<file path="src/rtl/alu_result_tx_sequencer.sv">
// Return-path sequencer: latches the ALU result, converts it to ASCII decimal
// by repeated subtraction, then feeds the digits and a terminator to the UART tx.
module alu_result_tx_sequencer #(
    parameter logic [7:0] TERM_CHAR  = 8'd10,
    parameter bit         LEAD_ZEROS = 1'b1
) (
    input  logic       clk,
    input  logic       reset,
    input  logic       go,
    input  logic [7:0] result,
    input  logic       tx_done_tick,
    output logic       tx_start,
    output logic [7:0] din,
    output logic       rd,
    output logic       busy
);

    typedef enum logic [2:0] {IDLE, CONVERT, LOAD, WAIT, ACK, HOLD} state_t;

    state_t     state_q, state_d;
    logic [7:0] rem_q, rem_d;
    logic [1:0] hund_q, hund_d;
    logic [3:0] tens_q, tens_d;
    logic [3:0] units_q, units_d;
    logic [1:0] idx_q, idx_d;
    logic       tx_start_q, tx_start_d;
    logic [7:0] din_q, din_d;
    logic       rd_q, rd_d;
    logic       busy_q, busy_d;

    logic [3:0] units_now;
    logic [7:0] byte_list [4];
    logic [1:0] first_idx;

    // On the final CONVERT cycle the units digit is still in rem_q.
    always_comb begin
        units_now    = (state_q == CONVERT) ? rem_q[3:0] : units_q;
        byte_list[0] = 8'h30 + {6'd0, hund_q};
        byte_list[1] = 8'h30 + {4'd0, tens_q};
        byte_list[2] = 8'h30 + {4'd0, units_now};
        byte_list[3] = TERM_CHAR;
        if (LEAD_ZEROS || hund_q != 2'd0) first_idx = 2'd0;
        else if (tens_q != 4'd0)          first_idx = 2'd1;
        else                              first_idx = 2'd2;
    end

    always_comb begin
        state_d    = state_q;
        rem_d      = rem_q;
        hund_d     = hund_q;
        tens_d     = tens_q;
        units_d    = units_q;
        idx_d      = idx_q;
        tx_start_d = 1'b0;
        din_d      = din_q;
        rd_d       = 1'b0;
        busy_d     = busy_q;
        case (state_q)
            IDLE: begin
                if (go) begin
                    rem_d   = result;
                    hund_d  = 2'd0;
                    tens_d  = 4'd0;
                    units_d = 4'd0;
                    busy_d  = 1'b1;
                    state_d = CONVERT;
                end
            end
            CONVERT: begin
                if (rem_q >= 8'd100) begin
                    rem_d  = rem_q - 8'd100;
                    hund_d = hund_q + 2'd1;
                end else if (rem_q >= 8'd10) begin
                    rem_d  = rem_q - 8'd10;
                    tens_d = tens_q + 4'd1;
                end else begin
                    units_d    = rem_q[3:0];
                    idx_d      = first_idx;
                    tx_start_d = 1'b1;
                    din_d      = byte_list[first_idx];
                    state_d    = LOAD;
                end
            end
            LOAD: state_d = WAIT;
            WAIT: begin
                if (tx_done_tick) begin
                    if (idx_q == 2'd3) begin
                        rd_d    = 1'b1;
                        state_d = ACK;
                    end else begin
                        idx_d      = idx_q + 2'd1;
                        tx_start_d = 1'b1;
                        din_d      = byte_list[idx_q + 2'd1];
                        state_d    = LOAD;
                    end
                end
            end
            ACK: state_d = HOLD;
            HOLD: begin
                // Wait for the parser to drop its level so we don't retrigger.
                if (!go) begin
                    busy_d  = 1'b0;
                    state_d = IDLE;
                end
            end
            default: begin
                busy_d  = 1'b0;
                state_d = IDLE;
            end
        endcase
    end

    always_ff @(posedge clk or posedge reset) begin
        if (reset) begin
            state_q    <= IDLE;
            rem_q      <= 8'd0;
            hund_q     <= 2'd0;
            tens_q     <= 4'd0;
            units_q    <= 4'd0;
            idx_q      <= 2'd0;
            tx_start_q <= 1'b0;
            din_q      <= 8'd0;
            rd_q       <= 1'b0;
            busy_q     <= 1'b0;
        end else begin
            state_q    <= state_d;
            rem_q      <= rem_d;
            hund_q     <= hund_d;
            tens_q     <= tens_d;
            units_q    <= units_d;
            idx_q      <= idx_d;
            tx_start_q <= tx_start_d;
            din_q      <= din_d;
            rd_q       <= rd_d;
            busy_q     <= busy_d;
        end
    end

    assign tx_start = tx_start_q;
    assign din      = din_q;
    assign rd       = rd_q;
    assign busy     = busy_q;

endmodule
</file>
<file path="config.mk">
export PLATFORM = sky130hd
export DESIGN_NAME = alu_result_tx_sequencer
export DESIGN_NICKNAME = d
export VERILOG_FILES = /design/src/rtl/alu_result_tx_sequencer.sv
export SDC_FILE = /design/constraint.sdc
export NUM_CORES = 1
export LEC_CHECK = 0
export CAP_MARGIN = 5
export CORE_MARGIN = 4
export CORE_UTILIZATION = 40
export DETAILED_ROUTE_END_ITERATION = 16
export PLACE_DENSITY = 0.66
export SLEW_MARGIN = 10
export SYNTH_ARGS = -nofsm -noshare
export SYNTH_HDL_FRONTEND = slang
export SYNTH_SLANG_ARGS = --single-unit
</file>
<file path="constraint.sdc">
create_clock -name clk -period 2 [get_ports clk]
set_input_delay 0.2 -clock clk [delete_from_list [all_inputs] [get_ports clk]]
set_output_delay 0.2 -clock clk [all_outputs]
set_load 0.1 [all_outputs]
</file>
==> results of run 1 <==
## cells in the final DEF (no fill, tap or decap), types with 4 or more instances in the layout
master,instances
nand2_1,29
inv_1,12
o31ai_1,4
mux2i_1,7
ha_1,4
o22ai_1,5
buf_6,6
o21ai_0,8
a21oi_1,12
clkdlybuf4s50_1,11
nor2_1,14
o2bb2ai_1,4
a31oi_1,5
clkbuf_8,6
nor2b_1,6
dfrtp_1,29
mux2_4,6
buf_4,49
## path summary, 6_finish.rpt
kind	cells past startpoint	end	slack, ps
worst max register to register	10	rem_q[1]$_DFFE_PP0P_	-60
worst max-delay path	10	rem_q[1]$_DFFE_PP0P_	-60
min in group clk	3	rem_q[0]$_DFFE_PP0P_	470
worst min register to register	1	hund_q[1]$_DFFE_PP0P_	480
max in group asynchronous	3	rem_q[3]$_DFFE_PP0P_	1370
worst min-delay path	3	tx_start$_DFF_PP0_	310
## power by group through the flow
stage | combinational (mW) | clock [mW] | sequential (mW)
floorplan | 1.79 | 0 | 1.48
global placement | 3.10 | 0 | 1.16
detailed placement | 3.12 | 0 | 1.17
CTS | 3.33 | 0.520 | 1.16
global route | 3.94 | 0.549 | 1.23
finish | 3.66 | 0.507 | 1.19
## state kept, by name (all words and copies together) (netlist names)
register	count
rem_q	8
din	5
tens_q	4
units_q	4
state_q	3
hund_q	2
idx_q	2
busy	1
rd	1
tx_start	1
## layer usage
layer  GRT usage (%)  vias to the layer above  share of wire (%)
li1                -                      897                  -
met1            23.9                      864                 46
met2            28.3                       45                 47
met3            4.20                       11                4.8
met4            6.36                        0                1.8
met5               0                        -                  0
## cell type report
cell class                 count  area, um2
fill                         432       1990
clock inverter                 1       5.00
timing repair buffer          67        566
multi-input combinational    160       1260
tap                           67       83.8
sequential                    31        778
clock buffer                   6       82.6
inverter                      14       52.6
## timing repair
| item | 4_1_cts | 5_1_grt |
|---|---|---|
| resized for setup | 8 | 23 |
| hold buffers | 0 | 0 |
| buffers inserted | 4 | 7 |
| pin swaps | 2 | 7 |
| endpoints found under the setup margin | 17 | 20 |
## cell families after synthesis
group	share of synthesized area, %
compound gates	22.3
xor+xnor	1.73
fa+ha+maj	4.94
buf+inv	6.05
flops	38.2
mux	8.27
other cells	0.185
simple gates	18.3
## worst max-delay path, delay by kind of cell, from the launching register on
family                     cells  cell delay [ps]
and+or+nand+nor                2              210
DFF                            1              460
AOI/OAI and AO/OA              3              700
buffers and inverters          4              490
adders and majority gates      1              140
==> flow_summary.json, run 1 <==
{
  "hpwl_mm": 3.76,
  "dieArea_um2": 6270,
  "worstPathCellList": "inv_2, buf_6, ha_4, nand2b_4, o21ba_4, o31a_4, buf_12, nor2_4, buf_4, a2bb2oi_2",
  "fin_util_pct": 58.7,
  "fin_total_pwr_mw": 5.36,
  "layout.cells.non_filler": 346,
  "gp_congestion": 0.909,
  "num_vias": 1817,
  "worst_slew_pin_slew_ps": 544,
  "die_w_um": 79.2,
  "worstPathArrival_ps": 2270,
  "grt_antenna_before_repair": 0,
  "drive_gt1_share_pct": 34.1,
  "final-setup-viol-count": 7,
  "synth_async_sr_flop_share_pct": 100,
  "rsz0062_at_grt": "yes",
  "nets": 299,
  "cellLeakagePower_nw": 1.29,
  "port_buffers": 20,
  "area_growth_pct": 39.4,
  "synth_area_um2": 2030,
  "hold_ws_ps": 315,
  "hold_class": "input pin to async pin",
  "synthDistinctLibCells": 56,
  "avgSynthCellArea_um2": 9.39,
  "synth_edf_count": 0,
  "grt_max_degree": 32,
  "drt_iter0_drc": 91,
  "combPwrFrac_pct": 68.3,
  "antenna_left": 0,
  "grt_pass1_wl_mm": 8.69,
  "insertedDiodeCount": 0,
  "slew_violations": 0,
  "violations": "setup timing",
  "worst_path_largest_cell_delay_ps": 460,
  "synth.most_common_cell": "dfrtp_1",
  "p_clk_share_pct": 9.5,
  "avgRoutedWirePerCell_um": 15.3,
  "routed_wl_mm": 5.30,
  "powerDensity_nw_per_um2": 1900,
  "synth_top_area_share_pct": 38.2,
  "crit_path_start_kind": "flip-flop",
  "yosys.area.top_type": "dfrtp_1",
  "min_period_over_period_pct": 103,
  "outcome": "finished, violations left",
  "vias_per_cell": 5.25,
  "grtUsageTotal_pct": 17.9,
  "fin_ws_ps": -61.9,
  "synth_area_leaders": "dfrtp_1 38%, nand2_1 5.4%, ha_1 4.9%",
  "maxCapViolCount": 0,
  "cts_max_path_buffers": 2,
  "path_clk_slew_ps": 70,
  "cts_root_buf": "clkbuf_8",
  "grt-ovfl-total": 0,
  "criticalPathCategory": "flip-flop to flip-flop",
  "synthTopCellsByCount": "31 x dfrtp_1, 29 x nand2_1, 14 x inv_1, 14 x nor2_1, 13 x a21oi_1",
  "post_dp_cell_area_um2": 2510,
  "cts_tree": "built",
  "tns_ps": -312,
  "ios": 23,
  "p_seq_share_pct": 22.2,
  "hold_violations": 0,
  "firstDrtPassIters": 4,
  "synth_ff_type": "dfrtp_1",
  "crit_start": "rem_q[2]$_DFFE_PP0P_",
  "numPlacedInstances": 328,
  "die_height_um": 79.2,
  "start_util_pct": 42.1,
  "ys_seq_elements": 31,
  "cts.sinks": 31,
  "timing.fmax_mhz": 485,
  "end_kind": "flip-flop",
  "post-route-min-period_ps": 2060,
  "netSwitchingFraction_pct": 47.1,
  "dp_slack_ps": -56.1,
  "cts_made_buffers": 5,
  "crit_path_top_delay_cell": "dfrtp_2",
  "std_cell_rows": 25,
  "path_max_fanout": 5,
  "r2r_start": "rem_q[2]$_DFFE_PP0P_",
  "p_int_mw": 2.84,
  "h-tree-depth": 2,
  "core_um2": 4820,
  "fin_area_um2": 2830,
  "p_sw_mw": 2.52,
  "slew_headroom_pct": 63.4,
  "grt_pass1_vias": 1747,
  "synthCells": 216,
  "yosys_warnings": 0,
  "crit_required_ps": 2210,
  "synth_seq_area_share_pct": 38.2,
  "peakVddDrop_mv": 0.846,
  "finClkSkew_ps": 4.97,
  "drc": 0,
  "clock_latency_ps": 280
}
Power figures use the tool's default switching activity.
==> run 2, diff against run 1 <==
CORE_MARGIN = 2   (was 4)
CORE_UTILIZATION = 45   (was 40)
PLACE_DENSITY = 0.73   (was 0.66)
==> flow_summary.json, run 2 (synthesized netlist as in run 1, its figures left out) <==
{
  "core_um2": 4350,
  "reg2regPathDepth": 7,
  "path_max_fanout": 5,
  "avgRoutedWirePerCell_um": 15.8,
  "violations": "setup timing",
  "drt_iter0_drc": 104,
  "post-route-min-period_ps": 2040,
  "min_period_over_period_pct": 102,
  "clock_latency_ps": 280,
  "std_cell_rows": 24,
  "port_buffers": 20,
  "insertedDiodeCount": 0,
  "cts_made_buffers": 5,
  "cts_root_buf": "clkbuf_8",
  "firstDrtPassIters": 4,
  "grt_pass1_vias": 1828,
  "p_clk_share_pct": 9.5,
  "h-tree-depth": 2,
  "r2r_start": "rem_q[2]$_DFFE_PP0P_",
  "grt-ovfl-total": 0,
  "p_int_mw": 2.68,
  "hpwl_mm": 3.56,
  "p_seq_share_pct": 23.9,
  "cts_max_path_buffers": 2,
  "peakVddDrop_mv": 0.763,
  "post_dp_cell_area_um2": 2440,
  "vias_per_cell": 5.66,
  "gp_congestion": 0.867,
  "fin_area_um2": 2710,
  "drive_gt1_share_pct": 31.6,
  "routed_wl_mm": 5.08,
  "r2r-end": "tens_q[0]$_DFFE_PP0P_",
  "cellLeakagePower_nw": 1.23,
  "grt_max_degree": 32,
  "numPlacedInstances": 309,
  "p_sw_mw": 2.48,
  "layout.cells.non_filler": 321,
  "area_growth_pct": 33.8,
  "powerDensity_nw_per_um2": 1900,
  "layout_commonest_cell": "buf_4",
  "hold_violations": 0,
  "grtUsageTotal_pct": 20.9,
  "fin_ws_ps": -37.0,
  "mostFrequentLayoutCells": "41 x buf_4, 29 x nand2_1, 29 x dfrtp_1",
  "num_vias": 1818,
  "grt_pass1_wl_mm": 8.37,
  "worst_slew_pin_slew_ps": 591,
  "dieArea_um2": 5060,
  "drc": 0,
  "path_clk_slew_ps": 60,
  "cts_tree": "built",
  "netSwitchingFraction_pct": 48.1,
  "crit_start": "rem_q[2]$_DFFE_PP0P_",
  "end_kind": "flip-flop",
  "rsz0062_at_grt": "yes",
  "slew_headroom_pct": 60.5,
  "largest-register": "rem_q",
  "largest_reg_flops": 8,
  "die_w_um": 71.1,
  "worstSetupEndpoint": "tens_q[0]$_DFFE_PP0P_",
  "cts_hold_buf": 0,
  "timing.fmax_mhz": 491,
  "r2r_slack_ps": -40,
  "grt_antenna_before_repair": 0,
  "crit_path_start_kind": "flip-flop",
  "criticalPathCategory": "flip-flop to flip-flop",
  "crit_required_ps": 2170,
  "maxCapViolCount": 0,
  "cts.sinks": 31,
  "die_height_um": 71.1,
  "hold_ws_ps": 301,
  "worstPathArrival_ps": 2200,
  "nets": 289,
  "tns_ps": -91.3,
  "fin_total_pwr_mw": 5.16,
  "final-setup-viol-count": 3,
  "outcome": "finished, violations left",
  "combPwrFrac_pct": 66.6,
  "n_fill_cell": 347,
  "hold_class": "input pin to async pin",
  "finClkSkew_ps": 4.30,
  "ios": 23,
  "antenna_left": 0,
  "start_util_pct": 46.6,
  "slew_violations": 0
}
## run 2: what timing repair did
item,in CTS,in global routing
resized for setup,12,19
setup buffers,2,3
pin swaps,3,8
setup endpoints to repair,9,22
## run 2: worst min-delay path by stage
stage / startpoint / to / slack [ps] / cells past startpoint
6_report: reset / idx_q[1]$_DFFE_PP0P_ / 300 / 3
3_3_place_gp: hund_q[1]$_DFFE_PP0P_ / hund_q[1]$_DFFE_PP0P_ / 470 / 1
4_1_cts: reset / idx_q[1]$_DFFE_PP0P_ / 320 / 3
3_5_place_dp: hund_q[1]$_DFFE_PP0P_ / hund_q[1]$_DFFE_PP0P_ / 480 / 1
2_1_floorplan: go / hund_q[0]$_DFFE_PP0P_ / 280 / 1
5_1_grt: reset / din[4]$_DFFE_PP0P_ / 360 / 3
## run 2: critical path, cell delays in order (launching register included)
cell,delay (ps)
dfrtp_2,470
inv_4,90
ha_2,180
nand2b_1,90
o21ba_4,260
o31a_4,380
o22ai_4,130
mux2_4,310
## run 2: power by group through the flow
stage / Sequential [mW] / Combinational, mW / Clock, mW
6_report: 1.23 / 3.44 / 0.492
5_1_grt: 1.28 / 3.68 / 0.529
4_1_cts: 1.21 / 3.14 / 0.504
3_5_place_dp: 1.19 / 3.01 / 0
3_3_place_gp: 1.18 / 2.97 / 0
2_1_floorplan: 1.48 / 1.79 / 0
## run 2: layout make-up
| cell class | count | area, um2 | area share, % |
|---|---|---|---|
| clock buffers | 6 | 82.6 | 3.04 |
| inverters | 14 | 55.1 | 2.03 |
| well taps | 52 | 65.1 | 2.40 |
| flip-flops and latches | 31 | 778 | 28.7 |
| clock inverters | 1 | 5.00 | 0.184 |
| multi-input cells | 160 | 1250 | 46.2 |
| repair buffers | 57 | 474 | 17.5 |
## run 2: through the flow
| step | utilization, % | setup WS, ps |
|---|---|---|
| after floorplan | - | -27.0 |
| final | 62.3 | -37.0 |
| after CTS | 59.9 | -37.5 |
| after global routing | 62.3 | -107 |
| after detailed placement | 56.1 | -52.1 |
| after global placement | 56.1 | 7.89 |
## run 2: routing by layer
layer,GRT usage [%],part of all wire (%)
met3,3.85,5.9
met2,34.5,48
met5,0,0
met4,7.97,1.8
met1,27.2,44
